===== src/rtl/game_pkg.sv =====
// Shared definitions for the player-state UART frame encoder.
//   TAG_HDR / TAG_CSUM : tag nibbles of the header and checksum bytes
//   enc_state_t        : frame encoder FSM states
//   frame_bytes()      : frame length in bytes for a given coordinate width
package game_pkg;

  localparam logic [3:0] TAG_HDR  = 4'h0;
  localparam logic [3:0] TAG_CSUM = 4'hF;

  typedef enum logic [1:0] {
    IDLE = 2'd0,
    LOAD = 2'd1,
    SEND = 2'd2,
    DONE = 2'd3
  } enc_state_t;

  // header + x nibbles + y nibbles + collision + checksum
  function automatic int frame_bytes(input int coord_w);
    return 2 * (coord_w / 4) + 3;
  endfunction

endpackage


===== src/rtl/uart_period_tick.sv =====
// Periodic request timer for automatic frame generation.
//   clk  : system clock
//   rst  : asynchronous active-high reset
//   en   : run enable; the counter is held at zero while low
//   tick : registered one-cycle pulse every PERIOD cycles while en=1
// PERIOD=0 disables the timer permanently (tick stays low).
module uart_period_tick #(
  parameter int PERIOD = 0
) (
  input  logic clk,
  input  logic rst,
  input  logic en,
  output logic tick
);

  localparam int              CW     = (PERIOD > 1) ? $clog2(PERIOD) : 1;
  localparam logic [CW-1:0]   TC     = CW'((PERIOD > 0) ? PERIOD - 1 : 0);
  localparam bit              ACTIVE = (PERIOD > 0);

  logic [CW-1:0] cnt_q, cnt_d;
  logic          tick_q, tick_d;
  logic          run;

  assign run = en && ACTIVE;

  always_comb begin
    cnt_d  = cnt_q;
    tick_d = 1'b0;
    if (!run) begin
      cnt_d = '0;
    end else if (cnt_q == TC) begin
      cnt_d  = '0;
      tick_d = 1'b1;
    end else begin
      cnt_d = cnt_q + 1'b1;
    end
  end

  always_ff @(posedge clk or posedge rst) begin
    if (rst) begin
      cnt_q  <= '0;
      tick_q <= 1'b0;
    end else begin
      cnt_q  <= cnt_d;
      tick_q <= tick_d;
    end
  end

  assign tick = tick_q;

endmodule


===== src/rtl/uart_frame_encoder.sv =====
// Player-state UART frame encoder.
// Snapshots one player's coordinates and collision flag, then writes a
// nibble-tagged frame {payload, tag} into the UART TX FIFO, closed by an
// XOR checksum byte (tag 0xF).
//   clk, rst      : system clock, asynchronous active-high reset
//   frame_req     : single-cycle frame request
//   auto_en       : enables the periodic request timer (AUTO_PERIOD>0)
//   sel_player    : player to report; out-of-range gives zero payloads
//   x_in, y_in    : packed coordinates, player p at [p*COORD_W +: COORD_W]
//   collision_in  : per-player collision flags
//   tx_full       : FIFO full, stalls byte emission
//   wr_uart       : FIFO write strobe, w_data valid while high
//   busy          : high from LOAD through DONE
//   frame_done    : one-cycle pulse after the last byte of a frame
//
// state | meaning
// IDLE  | waiting for a pending or fresh request
// LOAD  | snapshot selected player, clear byte index and checksum
// SEND  | emit bytes under tx_full back-pressure, one every 2 cycles max
// DONE  | frame complete, raise frame_done
module uart_frame_encoder
  import game_pkg::*;
#(
  parameter int N_PLAYERS   = 2,
  parameter int COORD_W     = 8,
  parameter int AUTO_PERIOD = 0
) (
  input  logic                           clk,
  input  logic                           rst,
  input  logic                           frame_req,
  input  logic                           auto_en,
  input  logic [3:0]                     sel_player,
  input  logic [N_PLAYERS*COORD_W-1:0]   x_in,
  input  logic [N_PLAYERS*COORD_W-1:0]   y_in,
  input  logic [N_PLAYERS-1:0]           collision_in,
  input  logic                           tx_full,
  output logic                           wr_uart,
  output logic [7:0]                     w_data,
  output logic                           busy,
  output logic                           frame_done
);

  localparam int         NIB      = COORD_W / 4;
  localparam int         BYTES    = frame_bytes(COORD_W);
  localparam logic [4:0] IDX_COLL = 5'(2 * NIB + 1);
  localparam logic [4:0] IDX_CSUM = 5'(BYTES - 1);

  enc_state_t           state_q, state_d;
  logic                 pending_q, pending_d;
  logic [3:0]           snap_sel_q, snap_sel_d;
  logic [COORD_W-1:0]   snap_x_q, snap_x_d;
  logic [COORD_W-1:0]   snap_y_q, snap_y_d;
  logic                 snap_coll_q, snap_coll_d;
  logic [4:0]           byte_idx_q, byte_idx_d;
  logic [3:0]           csum_q, csum_d;
  logic [7:0]           byte_q, byte_d;
  logic                 byte_vld_q, byte_vld_d;
  logic                 wr_uart_q, wr_uart_d;
  logic [7:0]           w_data_q, w_data_d;
  logic                 busy_q, busy_d;
  logic                 frame_done_q, frame_done_d;

  logic                 auto_tick;
  logic [COORD_W-1:0]   sel_x, sel_y;
  logic                 sel_coll;
  logic [3:0]           mux_payload, mux_tag;

  uart_period_tick #(
    .PERIOD (AUTO_PERIOD)
  ) u_auto_tick (
    .clk  (clk),
    .rst  (rst),
    .en   (auto_en),
    .tick (auto_tick)
  );

  // Player select; indices beyond N_PLAYERS match nothing and leave zeros.
  always_comb begin
    sel_x    = '0;
    sel_y    = '0;
    sel_coll = 1'b0;
    for (int p = 0; p < N_PLAYERS; p++) begin
      if (sel_player == 4'(p)) begin
        sel_x    = x_in[p*COORD_W +: COORD_W];
        sel_y    = y_in[p*COORD_W +: COORD_W];
        sel_coll = collision_in[p];
      end
    end
  end

  // Byte for the current index, taken from the snapshot only.
  always_comb begin
    mux_payload = 4'h0;
    mux_tag     = byte_idx_q[3:0];
    if (byte_idx_q == 5'd0) begin
      mux_payload = snap_sel_q;
      mux_tag     = TAG_HDR;
    end else if (byte_idx_q == IDX_COLL) begin
      mux_payload = {3'b000, snap_coll_q};
    end else if (byte_idx_q == IDX_CSUM) begin
      mux_payload = csum_q;
      mux_tag     = TAG_CSUM;
    end else begin
      for (int i = 0; i < NIB; i++) begin
        if (byte_idx_q == 5'(i + 1))       mux_payload = snap_x_q[4*i +: 4];
        if (byte_idx_q == 5'(NIB + i + 1)) mux_payload = snap_y_q[4*i +: 4];
      end
    end
  end

  // The byte mux is staged through byte_q so the nibble select stays off the
  // w_data path. byte_vld_q marks byte_q as current for byte_idx_q; it drops
  // on every emit, which also enforces the gap cycle between writes.
  always_comb begin
    state_d      = state_q;
    pending_d    = pending_q | frame_req | auto_tick;
    snap_sel_d   = snap_sel_q;
    snap_x_d     = snap_x_q;
    snap_y_d     = snap_y_q;
    snap_coll_d  = snap_coll_q;
    byte_idx_d   = byte_idx_q;
    csum_d       = csum_q;
    byte_d       = byte_q;
    byte_vld_d   = byte_vld_q;
    wr_uart_d    = 1'b0;
    w_data_d     = w_data_q;
    frame_done_d = 1'b0;

    case (state_q)
      IDLE: begin
        if (pending_q || frame_req) begin
          state_d   = LOAD;
          pending_d = 1'b0;
        end
      end
      LOAD: begin
        snap_sel_d  = sel_player;
        snap_x_d    = sel_x;
        snap_y_d    = sel_y;
        snap_coll_d = sel_coll;
        byte_idx_d  = 5'd0;
        csum_d      = 4'h0;
        byte_vld_d  = 1'b0;
        state_d     = SEND;
      end
      SEND: begin
        if (byte_vld_q && !tx_full && !wr_uart_q) begin
          wr_uart_d  = 1'b1;
          w_data_d   = byte_q;
          csum_d     = csum_q ^ byte_q[7:4];
          byte_vld_d = 1'b0;
          if (byte_idx_q == IDX_CSUM) begin
            state_d = DONE;
          end else begin
            byte_idx_d = byte_idx_q + 5'd1;
          end
        end else begin
          byte_d     = {mux_payload, mux_tag};
          byte_vld_d = 1'b1;
        end
      end
      DONE: begin
        frame_done_d = 1'b1;
        state_d      = IDLE;
      end
      default: state_d = IDLE;
    endcase

    busy_d = (state_d != IDLE);
  end

  always_ff @(posedge clk or posedge rst) begin
    if (rst) begin
      state_q      <= IDLE;
      pending_q    <= 1'b0;
      snap_sel_q   <= 4'h0;
      snap_x_q     <= '0;
      snap_y_q     <= '0;
      snap_coll_q  <= 1'b0;
      byte_idx_q   <= 5'd0;
      csum_q       <= 4'h0;
      byte_q       <= 8'h00;
      byte_vld_q   <= 1'b0;
      wr_uart_q    <= 1'b0;
      w_data_q     <= 8'h00;
      busy_q       <= 1'b0;
      frame_done_q <= 1'b0;
    end else begin
      state_q      <= state_d;
      pending_q    <= pending_d;
      snap_sel_q   <= snap_sel_d;
      snap_x_q     <= snap_x_d;
      snap_y_q     <= snap_y_d;
      snap_coll_q  <= snap_coll_d;
      byte_idx_q   <= byte_idx_d;
      csum_q       <= csum_d;
      byte_q       <= byte_d;
      byte_vld_q   <= byte_vld_d;
      wr_uart_q    <= wr_uart_d;
      w_data_q     <= w_data_d;
      busy_q       <= busy_d;
      frame_done_q <= frame_done_d;
    end
  end

  assign wr_uart    = wr_uart_q;
  assign w_data     = w_data_q;
  assign busy       = busy_q;
  assign frame_done = frame_done_q;

endmodule


===== config.mk =====
export PLATFORM = sky130hd
export DESIGN_NAME = uart_frame_encoder
export DESIGN_NICKNAME = d
export VERILOG_FILES = /design/src/rtl/game_pkg.sv /design/src/rtl/uart_period_tick.sv /design/src/rtl/uart_frame_encoder.sv
export SDC_FILE = /design/constraint.sdc
export NUM_CORES = 1
export LEC_CHECK = 0
export ABC_AREA = 1
export BUFFER_PORTS_ARGS = -buffer_cell sky130_fd_sc_hd__buf_4
export CELL_PAD_IN_SITES_DETAIL_PLACEMENT = 1
export CELL_PAD_IN_SITES_GLOBAL_PLACEMENT = 2
export CORE_UTILIZATION = 35
export CTS_CLUSTER_SIZE = 28
export DETAILED_ROUTE_END_ITERATION = 10
export PLACE_DENSITY = 0.84
export SLEW_MARGIN = 20
export SYNTH_ARGS = -nofsm -noshare
export SYNTH_HDL_FRONTEND = slang
export SYNTH_SLANG_ARGS = --single-unit

===== constraint.sdc =====
create_clock -name clk -period 3.3 [get_ports clk]
set_clock_uncertainty 0.2 [all_clocks]
set_input_delay 0.165 -clock clk [delete_from_list [all_inputs] [get_ports clk]]
set_output_delay 0.165 -clock clk [all_outputs]
set_load 0.1 [all_outputs]

==> impl_metrics.py <==
metrics = {
    "timing": {
        "fmax_mhz": 405,
        "worstMarginPinSlew_ns": 0.680,
        "relSlewSlack": 0.546,
        "hold_viol": 0,
        "slew_viol_final": 0,
        "rsz0062_at_grt": "false",
        "fin_tns_setup_ns": 0,
        "min_period_ns": 2.47,
        "fin_crit_sh": 0.748,
        "finalSetupViolCount": 0,
    },
    "worst_hold_path": {
        "hp-start": "sel_player[0]",
        "holdPathStages": 3,
        "worstHoldEndpoint": "snap_sel_q[0]",
        "hold_path.class": "in -> reg",
    },
    "finish": {
        "area_delta_synth_final_pct": 33.5,
        "final_cell_mix": "buf_4, dfrtp_1, nand2_1",
        "diodes": 0,
        "drive_above_1_share": 0.226,
        "final_nets": 469,
        "final_cells": 518,
        "final_common_cell": "buf_4",
    },
    "setup_path": {
        "timing.rr.end": "snap_x_q[7]",
        "rr_startpoint": "state_q[1]",
        "start_kind": "register",
        "critPathMaxStageDelay_ns": 0.58,
        "cp_top_family": "buffers and inverters",
        "cp_slowest_cell": "ha_1",
        "reg2reg_slack_ns": 0.83,
        "cp_data_arrival_time_ns": 2.51,
        "path_buf_inv": 3,
        "worstPathMaxFanout": 17,
        "rr_worst_depth": 6,
        "path_cells": "inv_1 > ha_1 > buf_4 > nor2_1 > a31oi_1 > dlygate4sd3_1",
        "worstSetupPathType": "reg -> reg",
        "startpoint": "state_q[1]",
        "required_ns": 3.35,
        "end_kind": "register",
    },
    "placement": {
        "gp_congestion": 0.803,
        "dp_cells": 474,
        "portBuffers": 52,
        "dp_hpwl_um": 5250,
    },
    "synthesis": {
        "synth_nets": 382,
        "synth_cells": 330,
        "ys_warn_count": 0,
        "synth_seq_area_share": 0.470,
        "synth.area.top_cells": "dfrtp_1, nand3_1, nand2_1",
        "ys_ff_latch": 53,
        "synth.avg_cell_area_um2": 8.54,
        "synthDistinctLibCells": 30,
        "syn_area_mm2": 0.00282,
        "synth_top_area_share": 0.470,
        "synth_area_leader_cell": "dfrtp_1",
    },
    "clock_tree": {
        "tritoncts": "yes",
        "cts_sinks": 53,
        "cts_made_buffers": 5,
        "clk_pin_slew_ns": 0.09,
        "clock_latency_ns": 0.30,
        "htreeDepth": 2,
        "cts_buffer_depth": 2,
        "cts_root_buffer": "clkbuf_8",
    },
    "floorplanning": {
        "die_x_um": 91.7,
        "core_area_mm2": 0.00777,
        "die_height_um": 91.7,
        "start_util": 0.363,
        "rows": 32,
        "die_area_mm2": 0.00842,
        "num_io_pins": 54,
    },
    "pwr": {
        "pwr-share-seq": 0.326,
        "p_per_area_mw_per_mm2": 905,
        "p_comb_frac": 0.573,
        "p_switching_w": 0.00161,
        "pwr-share-clk": 0.102,
        "vdd_drop_max_uv": 323,
        "total_power_w": 0.00341,
        "p_sw_frac": 0.472,
        "intPower_w": 0.00180,
        "leakagePower_nw": 1.75,
    },
    "routing": {
        "vias_per_cell": 4.86,
        "drcViolationCount": 0,
        "wl_um": 7310,
        "ant_nets": 0,
        "dr.pass1.iters": 4,
        "num_vias": 2515,
        "route.detailed.wl_per_inst_um": 14.1,
        "drt-initial-drc-count": 54,
    },
    "job": {
        "drv_cap": 0,
    },
    "global_routing": {
        "grt_pass1_vias": 2663,
        "grt_max_degree": 54,
        "grt_pass1_wl_um": 12900,
        "gr-total-overflow": 0,
        "grt_usage": 0.194,
        "antenna_found_initial": 0,
    },
    "status": {
        "outcome": "completed",
    },
}
-- per-layer routing --
layer  wire length, um  part of all wire  global-route usage  vias to the layer above
li1                  -                 -                   -                     1285
met1              3350              0.46               0.239                     1163
met2              3620              0.50               0.350                       59
met3               247             0.034              0.0340                        8
met4                90             0.012              0.0456                        0
met5                 0                 0                   0                        -
-- worst min-delay path, cell delays in order --
cell	delay, ns
buf_4	0.19
nand2_1	0.09
o21ai_0	0.07
-- state kept, by name, summed over array words and instances (netlist names), 2 cells and up --
| name | flops |
|---|---|
| byte_idx_q | 5 |
| snap_y_q | 8 |
| snap_sel_q | 4 |
| csum_q | 4 |
| byte_q | 8 |
| snap_x_q | 8 |
| w_data | 8 |
| state_q | 2 |
-- repair_timing --
action | in CTS | in global routing
hold buffers | 38 | 0
resized for setup | 0 | 0
buffers inserted | 0 | 0
endpoints found under the hold margin | 73 | 0
-- power groups by stage --
stage	Combinational, W	Clock, W	Sequential (W)
2_1_floorplan	0.000931	0	0.00147
3_3_place_gp	0.00168	0	0.00111
3_5_place_dp	0.00172	0	0.00113
4_1_cts	0.00196	0.000362	0.00111
5_1_grt	0.00215	0.000388	0.00115
6_report	0.00195	0.000346	0.00111
-- metrics by stage --
| step | hold WS (ns) | setup slack (ns) | utilization | instance area (um^2) |
|---|---|---|---|---|
| floorplan | 0.105 | 1.27 | - | 2820 |
| global placement | 0.200 | 1.09 | 0.425 | 3300 |
| detailed placement | 0.119 | 1.05 | 0.425 | 3300 |
| CTS | 0.0345 | 0.632 | 0.484 | 3760 |
| global route | 0.0505 | 0.659 | 0.484 | 3760 |
| finish | 0.0493 | 0.833 | 0.484 | 3760 |
-- kinds of logic (layout without fill, tap and decap cells) --
group,count (synthesis),after routing,share of synthesized area
buffers and inverters,54,140,0.0763
flip-flops,53,53,0.470
multiplexers,6,6,0.0240
AO/OA/AOI/OAI,57,57,0.116
XOR/XNOR,1,1,0.00311
adder cells (fa/ha/maj),9,9,0.0399
AND/OR/NAND/NOR,150,150,0.270
-- worst max-delay path by stage --
stage               cells after the start       endpoint
finish                                  6    snap_x_q[7]
global route                            6    snap_x_q[7]
CTS                                     6    snap_coll_q
detailed placement                      9  byte_idx_q[2]
global placement                        9  byte_idx_q[2]
floorplan                               9  byte_idx_q[2]
-- cells in the mapped netlist, drive strengths merged --
cell type and n:
a21oi 17, a31oi 17, buf 8, clkbuf 5
clkinv 1, dfrtp 53, ha 9, inv 40
mux2 6, nand2 44, nand3 37, nand4 22
nor2 46, nor3 1, o21ai 20, o22ai 1
o31ai 2, xor2 1
-- cell type report --
cell class | instances | area [um^2]
clock buffers | 5 | 68.8
fillers | 946 | 4010
inverters | 41 | 156
well taps | 102 | 128
flip-flops and latches | 53 | 1330
multi-input cells | 223 | 1280
repair buffers | 93 | 793
clock inverters | 1 | 5.00
Power figures use the tool's default switching activity.
